## src/rtl/vx_sched_state_mon_if.sv

```systemverilog
// Event, observation and expected-state bundle for the warp scheduler state monitor.
// The master side is whatever drives scheduler events; the slave side is the monitor.
interface vx_sched_state_mon_if #(
    parameter int NUM_WARPS   = 4,
    parameter int NUM_THREADS = 4,
    parameter int NUM_BR_CH   = 2,
    parameter int IPDOM_DEPTH = 4,
    parameter int PC_BITS     = 30
);
    localparam int WID_W   = (NUM_WARPS > 1) ? $clog2(NUM_WARPS) : 1;
    localparam int DEPTH_W = $clog2(IPDOM_DEPTH + 1);

    logic                                   wspawn_valid;
    logic [NUM_WARPS-1:0]                   wspawn_mask;
    logic [PC_BITS-1:0]                     wspawn_pc;
    logic                                   tmc_valid;
    logic [WID_W-1:0]                       tmc_wid;
    logic [NUM_THREADS-1:0]                 tmc_mask;
    logic                                   split_valid;
    logic [WID_W-1:0]                       split_wid;
    logic [NUM_THREADS-1:0]                 split_then_mask;
    logic [NUM_THREADS-1:0]                 split_else_mask;
    logic [PC_BITS-1:0]                     split_else_pc;
    logic                                   join_valid;
    logic [WID_W-1:0]                       join_wid;
    logic [NUM_BR_CH-1:0]                   br_valid;
    logic [NUM_BR_CH-1:0]                   br_taken;
    logic [NUM_BR_CH-1:0][WID_W-1:0]        br_wid;
    logic [NUM_BR_CH-1:0][PC_BITS-1:0]      br_target;
    logic                                   check_en;
    logic [NUM_WARPS-1:0]                   obs_active_warps;
    logic [NUM_WARPS-1:0][NUM_THREADS-1:0]  obs_thread_masks;
    logic [NUM_WARPS-1:0]                   exp_active_warps;
    logic [NUM_WARPS-1:0][NUM_THREADS-1:0]  exp_thread_masks;
    logic [NUM_WARPS-1:0][PC_BITS-1:0]      exp_warp_pcs;
    logic [NUM_WARPS-1:0][DEPTH_W-1:0]      ipdom_depth;
    logic                                   err_valid;
    logic [2:0]                             err_code;
    logic [WID_W-1:0]                       err_wid;
    logic [15:0]                            err_count;

    modport master (
        output wspawn_valid, wspawn_mask, wspawn_pc,
        output tmc_valid, tmc_wid, tmc_mask,
        output split_valid, split_wid, split_then_mask, split_else_mask, split_else_pc,
        output join_valid, join_wid,
        output br_valid, br_taken, br_wid, br_target,
        output check_en, obs_active_warps, obs_thread_masks,
        input  exp_active_warps, exp_thread_masks, exp_warp_pcs, ipdom_depth,
        input  err_valid, err_code, err_wid, err_count
    );

    modport slave (
        input  wspawn_valid, wspawn_mask, wspawn_pc,
        input  tmc_valid, tmc_wid, tmc_mask,
        input  split_valid, split_wid, split_then_mask, split_else_mask, split_else_pc,
        input  join_valid, join_wid,
        input  br_valid, br_taken, br_wid, br_target,
        input  check_en, obs_active_warps, obs_thread_masks,
        output exp_active_warps, exp_thread_masks, exp_warp_pcs, ipdom_depth,
        output err_valid, err_code, err_wid, err_count
    );
endinterface

```

## src/rtl/vx_sched_state_mon.sv

```systemverilog
// Reference model of warp scheduler state (active set, thread masks, PCs, IPDOM stacks)
// that flags illegal events and disagreement with the observed scheduler state.
module vx_sched_state_mon #(
    parameter int                 NUM_WARPS   = 4,
    parameter int                 NUM_THREADS = 4,
    parameter int                 NUM_BR_CH   = 2,
    parameter int                 IPDOM_DEPTH = 4,
    parameter int                 PC_BITS     = 30,
    parameter logic [PC_BITS-1:0] STARTUP_PC  = '0
) (
    input logic               clk,
    input logic               reset,
    vx_sched_state_mon_if.slave bus
);
    localparam int WID_W   = (NUM_WARPS > 1) ? $clog2(NUM_WARPS) : 1;
    localparam int DEPTH_W = $clog2(IPDOM_DEPTH + 1);

    typedef logic [NUM_THREADS-1:0] mask_t;
    typedef logic [PC_BITS-1:0]     pc_t;
    typedef logic [DEPTH_W-1:0]     sp_t;

    logic [NUM_WARPS-1:0] w_vecAct, w_vecMask, w_vecOvf, w_vecUnf, w_vecConf, w_vecInact;
    logic [NUM_WARPS-1:0] w_byCode [1:6];
    logic                 w_splitDiv;
    logic                 w_errAny;
    logic [2:0]           w_errCode;
    logic [WID_W-1:0]     w_errWid;

    logic                 r_errValid;
    logic [2:0]           r_errCode;
    logic [WID_W-1:0]     r_errWid;
    logic [15:0]          r_errCount;

    assign w_splitDiv = (|bus.split_then_mask) && (|bus.split_else_mask);

    for (genvar g = 0; g < NUM_WARPS; g++) begin : gWarp
        localparam logic [WID_W-1:0] WID        = WID_W'(g);
        localparam logic             RST_ACTIVE = (g == 0);
        localparam mask_t            RST_MASK   = (g == 0) ? mask_t'(1) : mask_t'(0);
        localparam pc_t              RST_PC     = (g == 0) ? STARTUP_PC : pc_t'(0);

        logic                   r_active;
        mask_t                  r_mask;
        pc_t                    r_pc;
        sp_t                    r_sp;
        mask_t                  r_stkMask [IPDOM_DEPTH];
        pc_t                    r_stkPc   [IPDOM_DEPTH];
        logic [IPDOM_DEPTH-1:0] r_stkElse;

        logic                 w_hitJoin, w_hitSplit, w_hitTmc, w_any, w_multi;
        logic [NUM_BR_CH-1:0] w_hitBr;
        logic                 w_free1, w_free2;
        mask_t                w_topMask;
        pc_t                  w_topPc;
        logic                 w_topElse;
        logic                 w_brTake;
        pc_t                  w_brTgt;
        logic                 w_nextActive;
        mask_t                w_nextMask;
        pc_t                  w_nextPc;
        logic                 w_push1, w_push2, w_pop, w_clear;
        logic                 w_ovf, w_unf, w_inact;

        assign w_hitJoin  = bus.join_valid  && (bus.join_wid  == WID);
        assign w_hitSplit = bus.split_valid && (bus.split_wid == WID);
        assign w_hitTmc   = bus.tmc_valid   && (bus.tmc_wid   == WID);
        for (genvar c = 0; c < NUM_BR_CH; c++) begin : gBr
            assign w_hitBr[c] = bus.br_valid[c] && (bus.br_wid[c] == WID);
        end
        assign w_any   = w_hitJoin | w_hitSplit | w_hitTmc | (|w_hitBr);
        assign w_multi = $countones({w_hitJoin, w_hitSplit, w_hitTmc, w_hitBr}) > 1;
        assign w_free1 = r_sp <  sp_t'(IPDOM_DEPTH);
        assign w_free2 = r_sp <= sp_t'(IPDOM_DEPTH - 2);

        always_comb begin
            w_topMask = '0;
            w_topPc   = '0;
            w_topElse = 1'b0;
            for (int e = 0; e < IPDOM_DEPTH; e++) begin
                if (r_sp == sp_t'(e + 1)) begin
                    w_topMask = r_stkMask[e];
                    w_topPc   = r_stkPc[e];
                    w_topElse = r_stkElse[e];
                end
            end
        end

        // Only the lowest-numbered channel aimed at this warp is honoured.
        always_comb begin
            w_brTake = 1'b0;
            w_brTgt  = '0;
            for (int c = NUM_BR_CH - 1; c >= 0; c--) begin
                if (w_hitBr[c]) begin
                    w_brTake = bus.br_taken[c];
                    w_brTgt  = bus.br_target[c];
                end
            end
        end

        always_comb begin
            w_nextActive = r_active;
            w_nextMask   = r_mask;
            w_nextPc     = r_pc;
            w_push1      = 1'b0;
            w_push2      = 1'b0;
            w_pop        = 1'b0;
            w_clear      = 1'b0;
            w_ovf        = 1'b0;
            w_unf        = 1'b0;
            w_inact      = 1'b0;
            if (!r_active) begin
                w_inact = w_any;
                if (bus.wspawn_valid && bus.wspawn_mask[g]) begin
                    w_nextActive = 1'b1;
                    w_nextMask   = mask_t'(1);
                    w_nextPc     = bus.wspawn_pc;
                end
            end else if (w_hitJoin) begin
                if (r_sp == '0) begin
                    w_unf = 1'b1;
                end else begin
                    w_pop      = 1'b1;
                    w_nextMask = w_topMask;
                    if (w_topElse) w_nextPc = w_topPc;
                end
            end else if (w_hitSplit) begin
                if (w_splitDiv) begin
                    if (w_free2) begin
                        w_push2    = 1'b1;
                        w_nextMask = bus.split_then_mask;
                    end else begin
                        w_ovf = 1'b1;
                    end
                end else if (w_free1) begin
                    w_push1 = 1'b1;
                end else begin
                    w_ovf = 1'b1;
                end
            end else if (w_hitTmc) begin
                w_nextMask = bus.tmc_mask;
                if (bus.tmc_mask == '0) begin
                    w_nextActive = 1'b0;
                    w_clear      = 1'b1;
                end
            end else if (w_brTake) begin
                w_nextPc = w_brTgt;
            end
        end

        always_ff @(posedge clk or negedge reset) begin
            if (!reset) begin
                r_active <= RST_ACTIVE;
                r_mask   <= RST_MASK;
                r_pc     <= RST_PC;
                r_sp     <= '0;
            end else begin
                r_active <= w_nextActive;
                r_mask   <= w_nextMask;
                r_pc     <= w_nextPc;
                if (w_clear)      r_sp <= '0;
                else if (w_push2) r_sp <= r_sp + sp_t'(2);
                else if (w_push1) r_sp <= r_sp + sp_t'(1);
                else if (w_pop)   r_sp <= r_sp - sp_t'(1);
            end
        end

        // The fallthrough entry always lands at the current top; a divergent split adds the else entry above it.
        always_ff @(posedge clk or negedge reset) begin
            if (!reset) begin
                for (int e = 0; e < IPDOM_DEPTH; e++) begin
                    r_stkMask[e] <= '0;
                    r_stkPc[e]   <= '0;
                end
                r_stkElse <= '0;
            end else begin
                for (int e = 0; e < IPDOM_DEPTH; e++) begin
                    if ((w_push1 || w_push2) && (r_sp == sp_t'(e))) begin
                        r_stkMask[e] <= r_mask;
                        r_stkPc[e]   <= r_pc;
                        r_stkElse[e] <= 1'b0;
                    end else if (w_push2 && (r_sp == sp_t'(e - 1))) begin
                        r_stkMask[e] <= bus.split_else_mask;
                        r_stkPc[e]   <= bus.split_else_pc;
                        r_stkElse[e] <= 1'b1;
                    end
                end
            end
        end

        assign w_vecAct[g]   = bus.check_en && (bus.obs_active_warps[g] != r_active);
        assign w_vecMask[g]  = bus.check_en && r_active && (bus.obs_thread_masks[g] != r_mask);
        assign w_vecOvf[g]   = w_ovf;
        assign w_vecUnf[g]   = w_unf;
        assign w_vecConf[g]  = r_active && w_multi;
        assign w_vecInact[g] = w_inact;

        assign bus.exp_active_warps[g] = r_active;
        assign bus.exp_thread_masks[g] = r_mask;
        assign bus.exp_warp_pcs[g]     = r_pc;
        assign bus.ipdom_depth[g]      = r_sp;
    end

    always_comb begin
        w_byCode[1] = w_vecAct;
        w_byCode[2] = w_vecMask;
        w_byCode[3] = w_vecOvf;
        w_byCode[4] = w_vecUnf;
        w_byCode[5] = w_vecConf;
        w_byCode[6] = w_vecInact;
    end

    // Lowest code wins, then lowest warp carrying that code.
    always_comb begin
        w_errAny  = 1'b0;
        w_errCode = 3'd0;
        w_errWid  = '0;
        for (int k = 6; k >= 1; k--) begin
            if (|w_byCode[k]) begin
                w_errAny  = 1'b1;
                w_errCode = 3'(k);
                for (int w = NUM_WARPS - 1; w >= 0; w--) begin
                    if (w_byCode[k][w]) w_errWid = WID_W'(w);
                end
            end
        end
    end

    always_ff @(posedge clk or negedge reset) begin
        if (!reset) begin
            r_errValid <= 1'b0;
            r_errCode  <= 3'd0;
            r_errWid   <= '0;
            r_errCount <= 16'd0;
        end else begin
            r_errValid <= w_errAny;
            r_errCode  <= w_errCode;
            r_errWid   <= w_errWid;
            if (w_errAny && (r_errCount != 16'hFFFF)) r_errCount <= r_errCount + 16'd1;
        end
    end

    assign bus.err_valid = r_errValid;
    assign bus.err_code  = r_errCode;
    assign bus.err_wid   = r_errWid;
    assign bus.err_count = r_errCount;
endmodule

```

## src/flat_wrapper.sv

```systemverilog
// flat-port wrapper written by rule: the top's interface ports become plain ports
module vx_sched_state_mon_flat 
#(
    parameter int                 NUM_WARPS   = 4,
    parameter int                 NUM_THREADS = 4,
    parameter int                 NUM_BR_CH   = 2,
    parameter int                 IPDOM_DEPTH = 4,
    parameter int                 PC_BITS     = 30,
    parameter logic [PC_BITS-1:0] STARTUP_PC  = '0
)
  (clk, reset, bus_wspawn_valid, bus_wspawn_mask, bus_wspawn_pc, bus_tmc_valid, bus_tmc_wid, bus_tmc_mask, bus_split_valid, bus_split_wid, bus_split_then_mask, bus_split_else_mask, bus_split_else_pc, bus_join_valid, bus_join_wid, bus_br_valid, bus_br_taken, bus_br_wid, bus_br_target, bus_check_en, bus_obs_active_warps, bus_obs_thread_masks, bus_exp_active_warps, bus_exp_thread_masks, bus_exp_warp_pcs, bus_ipdom_depth, bus_err_valid, bus_err_code, bus_err_wid, bus_err_count);
  vx_sched_state_mon_if #(.NUM_WARPS(NUM_WARPS), .NUM_THREADS(NUM_THREADS), .NUM_BR_CH(NUM_BR_CH), .IPDOM_DEPTH(IPDOM_DEPTH), .PC_BITS(PC_BITS)) bus_i ();
  input logic clk;
  input logic reset;
  input wire logic [$bits(bus_i.wspawn_valid)-1:0] bus_wspawn_valid;
  input wire logic [$bits(bus_i.wspawn_mask)-1:0] bus_wspawn_mask;
  input wire logic [$bits(bus_i.wspawn_pc)-1:0] bus_wspawn_pc;
  input wire logic [$bits(bus_i.tmc_valid)-1:0] bus_tmc_valid;
  input wire logic [$bits(bus_i.tmc_wid)-1:0] bus_tmc_wid;
  input wire logic [$bits(bus_i.tmc_mask)-1:0] bus_tmc_mask;
  input wire logic [$bits(bus_i.split_valid)-1:0] bus_split_valid;
  input wire logic [$bits(bus_i.split_wid)-1:0] bus_split_wid;
  input wire logic [$bits(bus_i.split_then_mask)-1:0] bus_split_then_mask;
  input wire logic [$bits(bus_i.split_else_mask)-1:0] bus_split_else_mask;
  input wire logic [$bits(bus_i.split_else_pc)-1:0] bus_split_else_pc;
  input wire logic [$bits(bus_i.join_valid)-1:0] bus_join_valid;
  input wire logic [$bits(bus_i.join_wid)-1:0] bus_join_wid;
  input wire logic [$bits(bus_i.br_valid)-1:0] bus_br_valid;
  input wire logic [$bits(bus_i.br_taken)-1:0] bus_br_taken;
  input wire logic [$bits(bus_i.br_wid)-1:0] bus_br_wid;
  input wire logic [$bits(bus_i.br_target)-1:0] bus_br_target;
  input wire logic [$bits(bus_i.check_en)-1:0] bus_check_en;
  input wire logic [$bits(bus_i.obs_active_warps)-1:0] bus_obs_active_warps;
  input wire logic [$bits(bus_i.obs_thread_masks)-1:0] bus_obs_thread_masks;
  output wire logic [$bits(bus_i.exp_active_warps)-1:0] bus_exp_active_warps;
  output wire logic [$bits(bus_i.exp_thread_masks)-1:0] bus_exp_thread_masks;
  output wire logic [$bits(bus_i.exp_warp_pcs)-1:0] bus_exp_warp_pcs;
  output wire logic [$bits(bus_i.ipdom_depth)-1:0] bus_ipdom_depth;
  output wire logic [$bits(bus_i.err_valid)-1:0] bus_err_valid;
  output wire logic [$bits(bus_i.err_code)-1:0] bus_err_code;
  output wire logic [$bits(bus_i.err_wid)-1:0] bus_err_wid;
  output wire logic [$bits(bus_i.err_count)-1:0] bus_err_count;
  assign bus_i.wspawn_valid = bus_wspawn_valid;
  assign bus_i.wspawn_mask = bus_wspawn_mask;
  assign bus_i.wspawn_pc = bus_wspawn_pc;
  assign bus_i.tmc_valid = bus_tmc_valid;
  assign bus_i.tmc_wid = bus_tmc_wid;
  assign bus_i.tmc_mask = bus_tmc_mask;
  assign bus_i.split_valid = bus_split_valid;
  assign bus_i.split_wid = bus_split_wid;
  assign bus_i.split_then_mask = bus_split_then_mask;
  assign bus_i.split_else_mask = bus_split_else_mask;
  assign bus_i.split_else_pc = bus_split_else_pc;
  assign bus_i.join_valid = bus_join_valid;
  assign bus_i.join_wid = bus_join_wid;
  assign bus_i.br_valid = bus_br_valid;
  assign bus_i.br_taken = bus_br_taken;
  assign bus_i.br_wid = bus_br_wid;
  assign bus_i.br_target = bus_br_target;
  assign bus_i.check_en = bus_check_en;
  assign bus_i.obs_active_warps = bus_obs_active_warps;
  assign bus_i.obs_thread_masks = bus_obs_thread_masks;
  assign bus_exp_active_warps = bus_i.exp_active_warps;
  assign bus_exp_thread_masks = bus_i.exp_thread_masks;
  assign bus_exp_warp_pcs = bus_i.exp_warp_pcs;
  assign bus_ipdom_depth = bus_i.ipdom_depth;
  assign bus_err_valid = bus_i.err_valid;
  assign bus_err_code = bus_i.err_code;
  assign bus_err_wid = bus_i.err_wid;
  assign bus_err_count = bus_i.err_count;
  vx_sched_state_mon #(.NUM_WARPS(NUM_WARPS), .NUM_THREADS(NUM_THREADS), .NUM_BR_CH(NUM_BR_CH), .IPDOM_DEPTH(IPDOM_DEPTH), .PC_BITS(PC_BITS), .STARTUP_PC(STARTUP_PC)) u_core (.clk(clk), .reset(reset), .bus(bus_i));
endmodule
```

## config.mk

```make
export PLATFORM = sky130hd
export DESIGN_NAME = vx_sched_state_mon_flat
export DESIGN_NICKNAME = d
export VERILOG_FILES = /design/src/rtl/vx_sched_state_mon_if.sv /design/src/rtl/vx_sched_state_mon.sv /design/src/flat_wrapper.sv
export SDC_FILE = /design/constraint.sdc
export NUM_CORES = 2
export LEC_CHECK = 0
export BUFFER_PORTS_ARGS = -buffer_cell sky130_fd_sc_hd__buf_2
export CORE_ASPECT_RATIO = 1.5
export CORE_MARGIN = 2
export CORE_UTILIZATION = 55
export DETAILED_ROUTE_END_ITERATION = 16
export PLACE_DENSITY = 0.85
export SLEW_MARGIN = 20
export SYNTH_ARGS = -nofsm -noshare
export SYNTH_HDL_FRONTEND = slang
export SYNTH_SLANG_ARGS = --single-unit
```

## constraint.sdc

```tcl
create_clock -name clk -period 2.7 [get_ports clk]
set_input_delay 0.405 -clock clk [delete_from_list [all_inputs] [get_ports clk]]
set_output_delay 0.405 -clock clk [all_outputs]
set_load 0.1 [all_outputs]
```

# Word-level counts from Yosys, hierarchy flattened
# Cells that the tools add are included.
# Widths: inputs -> output; s select.
totals:
  reg_bits: 734
  latchBits: 0
  ram_bits: 0
  mem_bits_ro: 0
  input_bits: 177
  out_inout_bits: 174
  elab_cells: 741
  memories: 0
op_classes:
  n_addsub: 29
  multipliers: 0
  div: 0
  n_lt_le_gt_ge: 12
  eq_ne: 76
  shift: 0
  mux: 412
  bitwise: 12
  n_reduce_logical: 132
ops:
  columns: ["operator", "count"]
  rows:
  - ["$mux 30", 88]
  - ["$mux 4", 80]
  - ["$mux 1", 192]
  - ["$add 32x1->32", 4]
  - ["$add 32x32->32", 4]
  - ["$gt 32x2->1 const B", 4]
  - ["$logic_and 1x1->1", 74]
  - ["$mux 3", 22]
  - ["$mux 2", 30]
  - ["$ne 3x3->1 const B", 20]
  - ["$reduce_bool 2->1", 20]
  - ["$ne 4x4->1 const B", 8]
  - ["$reduce_or 4->1", 8]
  - ["$eq 3x2->1 const B", 8]
  - ["$eq 3x3->1 const B", 8]
  - ["$reduce_and 6->1", 4]
  - ["$eq 2x2->1 const B", 10]
  - ["$reduce_and 5->1", 4]
  - ["$add 1x1->2", 8]
  - ["$add 16x1->16 const B", 1]
  - ["$ne 16x16->1 const B", 1]
  - ["$ne 4x3->1 const B", 4]
  - ["$ne 4x4->1", 4]
  - ["$reduce_bool 4->1", 4]
  - ["14 further kinds", 63]

# Depth between registers and ports, before layout
logic_depth:
  word_depth: 36
  ltp_mapped: 16
  depth_no_buf: 15

# Least setup slack after synthesis
# OpenSTA, ideal clock, no wires.
synth_timing:
  kind: "input-to-reg"
  startpoint: "input port bus_br_wid[1]"
  endpoint: "register u_core.r_errCount[1], in the netlist u_core.bus.err_count[1]"
  setup_time_ns: 0.126
  arrival_ns: 3.896
  t_required_ns: 2.574
  path_slack_ns: -1.322
  path_stages: 15
  n_path_buf: 1
  cell_sequence: "nor3b_1 > clkbuf_1 > inv_1 > ha_1 > ha_1 > a21o_1 > fa_1 > o21ai_0 > nand4_1 > nor4_1 > nand2_1 > nor3_4 > inv_2 > nand2_2 > mux2_2"
synth_between:
  elab_chain_cells: 14
  word_cells_on_any_way: 49
  classes_between: "add/sub: 12; order compare: 4; eq/ne: 3; mux: 10; bitwise: 4; reduce/logical: 16"
synth_lines:
  columns: ["item", "line", "rtl"]
  rows:
  - ["start, declared", "flat_wrapper.sv:30", "input wire logic [$bits(bus_i.br_wid)-1:0] bus_br_wid;"]
  - ["$eq 2x1->1, or another cell as far along", "vx_sched_state_mon.sv:68", "assign w_hitBr[c] = bus.br_valid[c] && (bus.br_wid[c] == WID);"]
  - ["$logic_and 1x1->1", "vx_sched_state_mon.sv:68", null]
  - ["$add 1x1->2 (not written as such)", "vx_sched_state_mon.sv:71", "assign w_multi = $countones({w_hitJoin, w_hitSplit, w_hitTmc, w_hitBr}) > 1;"]
  - ["$add 32x32->32 (not written as such)", "vx_sched_state_mon.sv:71", null]
  - ["$add 32x1->32 (not written as such)", "vx_sched_state_mon.sv:71", null]
  - ["$gt 32x2->1", "vx_sched_state_mon.sv:71", null]
  - ["$logic_and 1x1->1", "vx_sched_state_mon.sv:194", "assign w_vecConf[g] = r_active && w_multi;"]
  - ["$reduce_or 4->1", "vx_sched_state_mon.sv:218", "if (|w_byCode[k]) begin"]
  - ["$mux 1 (*) (5 in series)", "vx_sched_state_mon.sv:218", null]
  - ["named net u_core.w_errAny", "vx_sched_state_mon.sv:25", "logic w_errAny;"]
  - ["$logic_and 1x1->1 (*)", "vx_sched_state_mon.sv:238", "if (w_errAny && (r_errCount != 16'hFFFF)) r_errCount <= r_errCount + 16'd1;"]
  - ["end signal, assigned", "vx_sched_state_mon.sv:238", null]
  - ["end, declared", "vx_sched_state_mon.sv:32", "logic [15:0] r_errCount;"]
# Mark *: on every way through the listed nets, which the timed path passes. The rest lies on a longest branch.
# A chain may end at the register's enable or synchronous reset.

# Final worst setup path
layout_timing:
  startpoint: "input port bus_br_wid[2]"
  endpoint: "register u_core.r_errCount[12], in the netlist u_core.bus.err_count[12]"
layout_between:
  elab_chain_cells: 14
  word_cells_on_any_way: 49
  classes_between: "add/sub: 12; order compare: 4; eq/ne: 3; mux: 10; bitwise: 4; reduce/logical: 16"
layout_lines:
  columns: ["item", "line"]
  rows:
  - ["$eq 2x1->1, or another cell as far along", "vx_sched_state_mon.sv:68"]
  - ["$logic_and 1x1->1", "vx_sched_state_mon.sv:68"]
  - ["$add 1x1->2 (not written as such)", "vx_sched_state_mon.sv:71"]
  - ["$add 32x32->32 (not written as such)", "vx_sched_state_mon.sv:71"]
  - ["$add 32x1->32 (not written as such)", "vx_sched_state_mon.sv:71"]
  - ["$gt 32x2->1", "vx_sched_state_mon.sv:71"]
  - ["$logic_and 1x1->1", "vx_sched_state_mon.sv:194"]
  - ["$reduce_or 4->1", "vx_sched_state_mon.sv:218"]
  - ["$mux 1 (*) (5 in series)", "vx_sched_state_mon.sv:218"]
  - ["$logic_and 1x1->1 (*)", "vx_sched_state_mon.sv:238"]
# Mark *: on every way between the ends. The rest lies on a longest branch, timed or not.

==> impl_metrics.ini <==
[placement]
dp_cells = 5788
portBuffers = 350
postPlaceCellArea_sq_mm = 0.0461
place_hpwl_um = 101000
gp_routability_congestion = 0.964

[clock_tree]
cts_buffers = 70
clockRootBuffer = clkbuf_16
cts_max_path_buffers = 3
clock_sink_total = 734
clk_transition_reported_paths_ns = 0.07
insertion_delay_ns = 0.65
tritoncts = yes
cts_htree_levels = 3

[route]
avgViaCountPerCell = 6.66
drt-pass1-iter-count = 7
wl_per_cell_um = 25.0
final_wirelength_um = 148000
starting_drc_count_in_detailed_routing = 6161
antenna_violating_nets_post_route = 0
via_count = 39600
detail_route.drc_violations = 0

[power]
ir_drop_mv = 0.637
report.power.total_w = 0.0499
power.static_leakage_nw = 22.3
power_density_cells_mw_per_mm2 = 1020

[sta]
timing.slew.headroom = 0.560
final_period_minus_worst_setup_slack_ns = 3.12
sum_neg_setup_slack_ns = -5.98
skew_ns = 0.0349
final_max_slew_viol_count = 0
worst_slew_pin_slew_ns = 0.664
final.period_utilization = 1.16
timing.final.hold_violations = 0
layout_setup_ws_ns = -0.420
hold_slack_ns = 0.0726
setup_repair_after_global_routing_missed_its_margin = yes
fmax_mhz = 320
setup_viol = 17

[setup_path]
endpoint = u_core.bus.err_count[12]$_DFFE_PN0P_
slowest_delay_ns = 0.45
critical_path.startpoint_type = input pin
worstPathRequired_ns = 3.21
regToRegStartpoint = u_core.gWarp[2].r_sp[1]$_DFFE_PN0P_
crit_slowest_cell = fa_1
r2r-end = u_core.bus.err_count[12]$_DFFE_PN0P_
critical-path-top-cell-by-count = buf_6
timing.critical_path.fanout_max = 7
worst-r2r-setup-slack_ns = 0.02
r2r.worst_path.cells = 9
crit_chain = buf_6, buf_6, and3b_2, inv_2, ha_4, ha_4, a21o_1, fa_1, o21ai_2, nand4_1, nor4_2, buf_4, nand2_4, nor3_4, buf_6, nor3_4, mux2_4
setup.worst_path.end_class = register
critPathArrivalTime_ns = 3.63
timing.setup.critical_path_class = in -> reg
worst_setup_path_startpoint = bus_br_wid[2]

[synthesis]
synth.avg_cell_area_sq_um = 9.12
async_reset_ff_frac = 1.00
synth_top_flop_cell = dfrtp_1
synthDistinctLibCells = 77
synth-edff-count = 0
seq_area_frac_synth = 0.445
synth-warning-count = 0
synth_fp_nets = 4762
postSynthRegisterBits = 734
synth_cells = 4524
syn_area_sq_mm = 0.0413

[finish]
final_nets = 5117
layoutNonFillerInstCount = 5940
layout-area-overhead-vs-synth_pct = 18.1
layout-drive-gt1-share = 0.189
finalInstanceArea_sq_mm = 0.0487

[floorplanning]
ios = 351
die_extent_in_y_um = 340
core_area_sq_mm = 0.0746
die-width_um = 228
row_count = 123
initial_core_util = 0.553
fp.dieArea_sq_mm = 0.0773

[global_routing]
first_pass_grt_wire_length_um = 223000
global_route.usage.total = 0.374
grt_antenna_before_repair = 26
number_of_global_route_vias_before_repair = 38900
remaining_global_route_overflow = 0
grt_max_degree = 93

[min_path]
hold_path_class = in -> reg

[status]
violations_in_the_final_reports = negative setup slack
outcome = finished, violations left

[job]
cap_viol_max_count = 0
[flip-flops by register name, summed over array words and instances, names as in the netlist, 4 cells and up]
signal	count
u_core.gWarp.r_mask	16
u_core.bus.err_count	16
u_core.gWarp.r_stkElse	16
u_core.gWarp.r_pc	120
u_core.gWarp.r_stkMask	64
u_core.gWarp.r_sp	12
u_core.gWarp.r_active	4
u_core.gWarp.r_stkPc	480
[how the worst min path moves through the flow]
| stage | cells past startpoint | slack [ns] | start | to |
|---|---|---|---|---|
| floorplan | 0 | 0.11 | reset | u_core.bus.err_code[0]$_DFF_PN0_ |
| global placement | 1 | 0.35 | reset | u_core.bus.err_count[0]$_DFFE_PN0P_ |
| detailed placement | 1 | 0.35 | reset | u_core.bus.err_count[2]$_DFFE_PN0P_ |
| CTS | 3 | 0.07 | bus_wspawn_mask[2] | u_core.gWarp[2].r_active$_DFF_PN0_ |
| global route | 3 | 0.12 | bus_wspawn_mask[2] | u_core.gWarp[2].r_active$_DFF_PN0_ |
| finish | 3 | 0.07 | bus_wspawn_mask[2] | u_core.gWarp[2].r_active$_DFF_PN0_ |
[per-layer routing]
metal,GRT usage,up-vias,share of wire
li1,-,17000,-
met1,0.448,19000,0.35
met2,0.572,2865,0.45
met3,0.129,743,0.13
met4,0.238,20,0.066
met5,0,-,0.00079
[critical path: cells and delay by family]
kind                     cells  cell delay, ns
adder cells (fa/ha/maj)      3            0.91
buffers and inverters        5            0.64
AO/OA/AOI/OAI                2            0.38
multiplexers                 1            0.29
AND/OR/NAND/NOR              6            1.01
[metrics by stage]
stage                     setup slack [ns]  utilization
after floorplan                     -0.932            -
after global placement               -1.20        0.618
after detailed placement             -1.26        0.618
after CTS                           -0.407        0.650
after global routing                -0.505        0.653
final                               -0.420        0.653
[cells by family after synthesis]
logic type	after synthesis	share of synthesized area
simple gates	1229	0.126
fa+ha+maj	61	0.0192
mux	559	0.136
xor+xnor	44	0.00934
buf+inv	437	0.0473
compound gates	1460	0.218
flops	734	0.445
[Yosys cell counts, types with 11 or more instances]
cell type | count | area [sq um]
o221ai_1 | 111 | 972
clkbuf_1 | 269 | 1010
buf_2 | 54 | 270
nor2_4 | 12 | 135
a221o_1 | 113 | 1130
nand3_1 | 37 | 185
o211ai_1 | 25 | 188
a32o_1 | 12 | 120
dfrtp_1 | 732 | 18300
nand2_1 | 433 | 1630
mux2i_1 | 554 | 5550
xnor2_1 | 29 | 254
a211oi_1 | 17 | 128
nor2b_1 | 18 | 113
a221oi_1 | 11 | 96.3
o21ai_0 | 370 | 1850
nor3_1 | 15 | 75.1
buf_1 | 27 | 101
buf_4 | 39 | 293
buf_6 | 12 | 135
inv_1 | 30 | 113
a22oi_1 | 140 | 1050
a21oi_1 | 617 | 3090
xor2_1 | 15 | 131
ha_1 | 57 | 713
nor2_1 | 622 | 2330
[final cells by class]
class | instances | area (sq um)
clock buffer | 96 | 1970
timing repair buffer | 684 | 5340
multi-input combinational | 3353 | 21400
clock inverter | 22 | 200
fill | 5598 | 25900
antenna | 15 | 37.5
tap | 1000 | 1250
sequential | 734 | 18400
inverter | 36 | 146
[power by group]
part	switching [W]	total [W]	internal [W]
clock	0.00445	0.00977	0.00532
combinational	0.0157	0.0216	0.00597
sequential	0.00350	0.0185	0.0150
total	0.0236	0.0499	0.0263
[cell usage in the layout, fill, tap and decap left out, drive strengths merged, types with 36 or more instances in the layout]
| cell | synthesis | final |
|---|---|---|
| nand2 | 435 | 435 |
| mux2i | 554 | 554 |
| buf | 132 | 681 |
| clkbuf | 269 | 98 |
| a221o | 113 | 113 |
| a22oi | 140 | 140 |
| a21oi | 618 | 618 |
| o221ai | 111 | 111 |
| inv | 34 | 36 |
| nor2 | 636 | 636 |
| nand3 | 40 | 40 |
| ha | 57 | 57 |
| o21ai | 373 | 373 |
| dfrtp | 732 | 732 |
[what timing repair did]
item / CTS / global route
setup buffers: 10 / 10
endpoints found under the hold margin: 32 / 0
pin swaps: 22 / 13
hold buffers: 1 / 0
gates resized for setup: 26 / 24
cloned: 0 / 2
endpoints found under the setup margin: 19 / 69
Note: power is estimated with default switching activity, not from simulation.
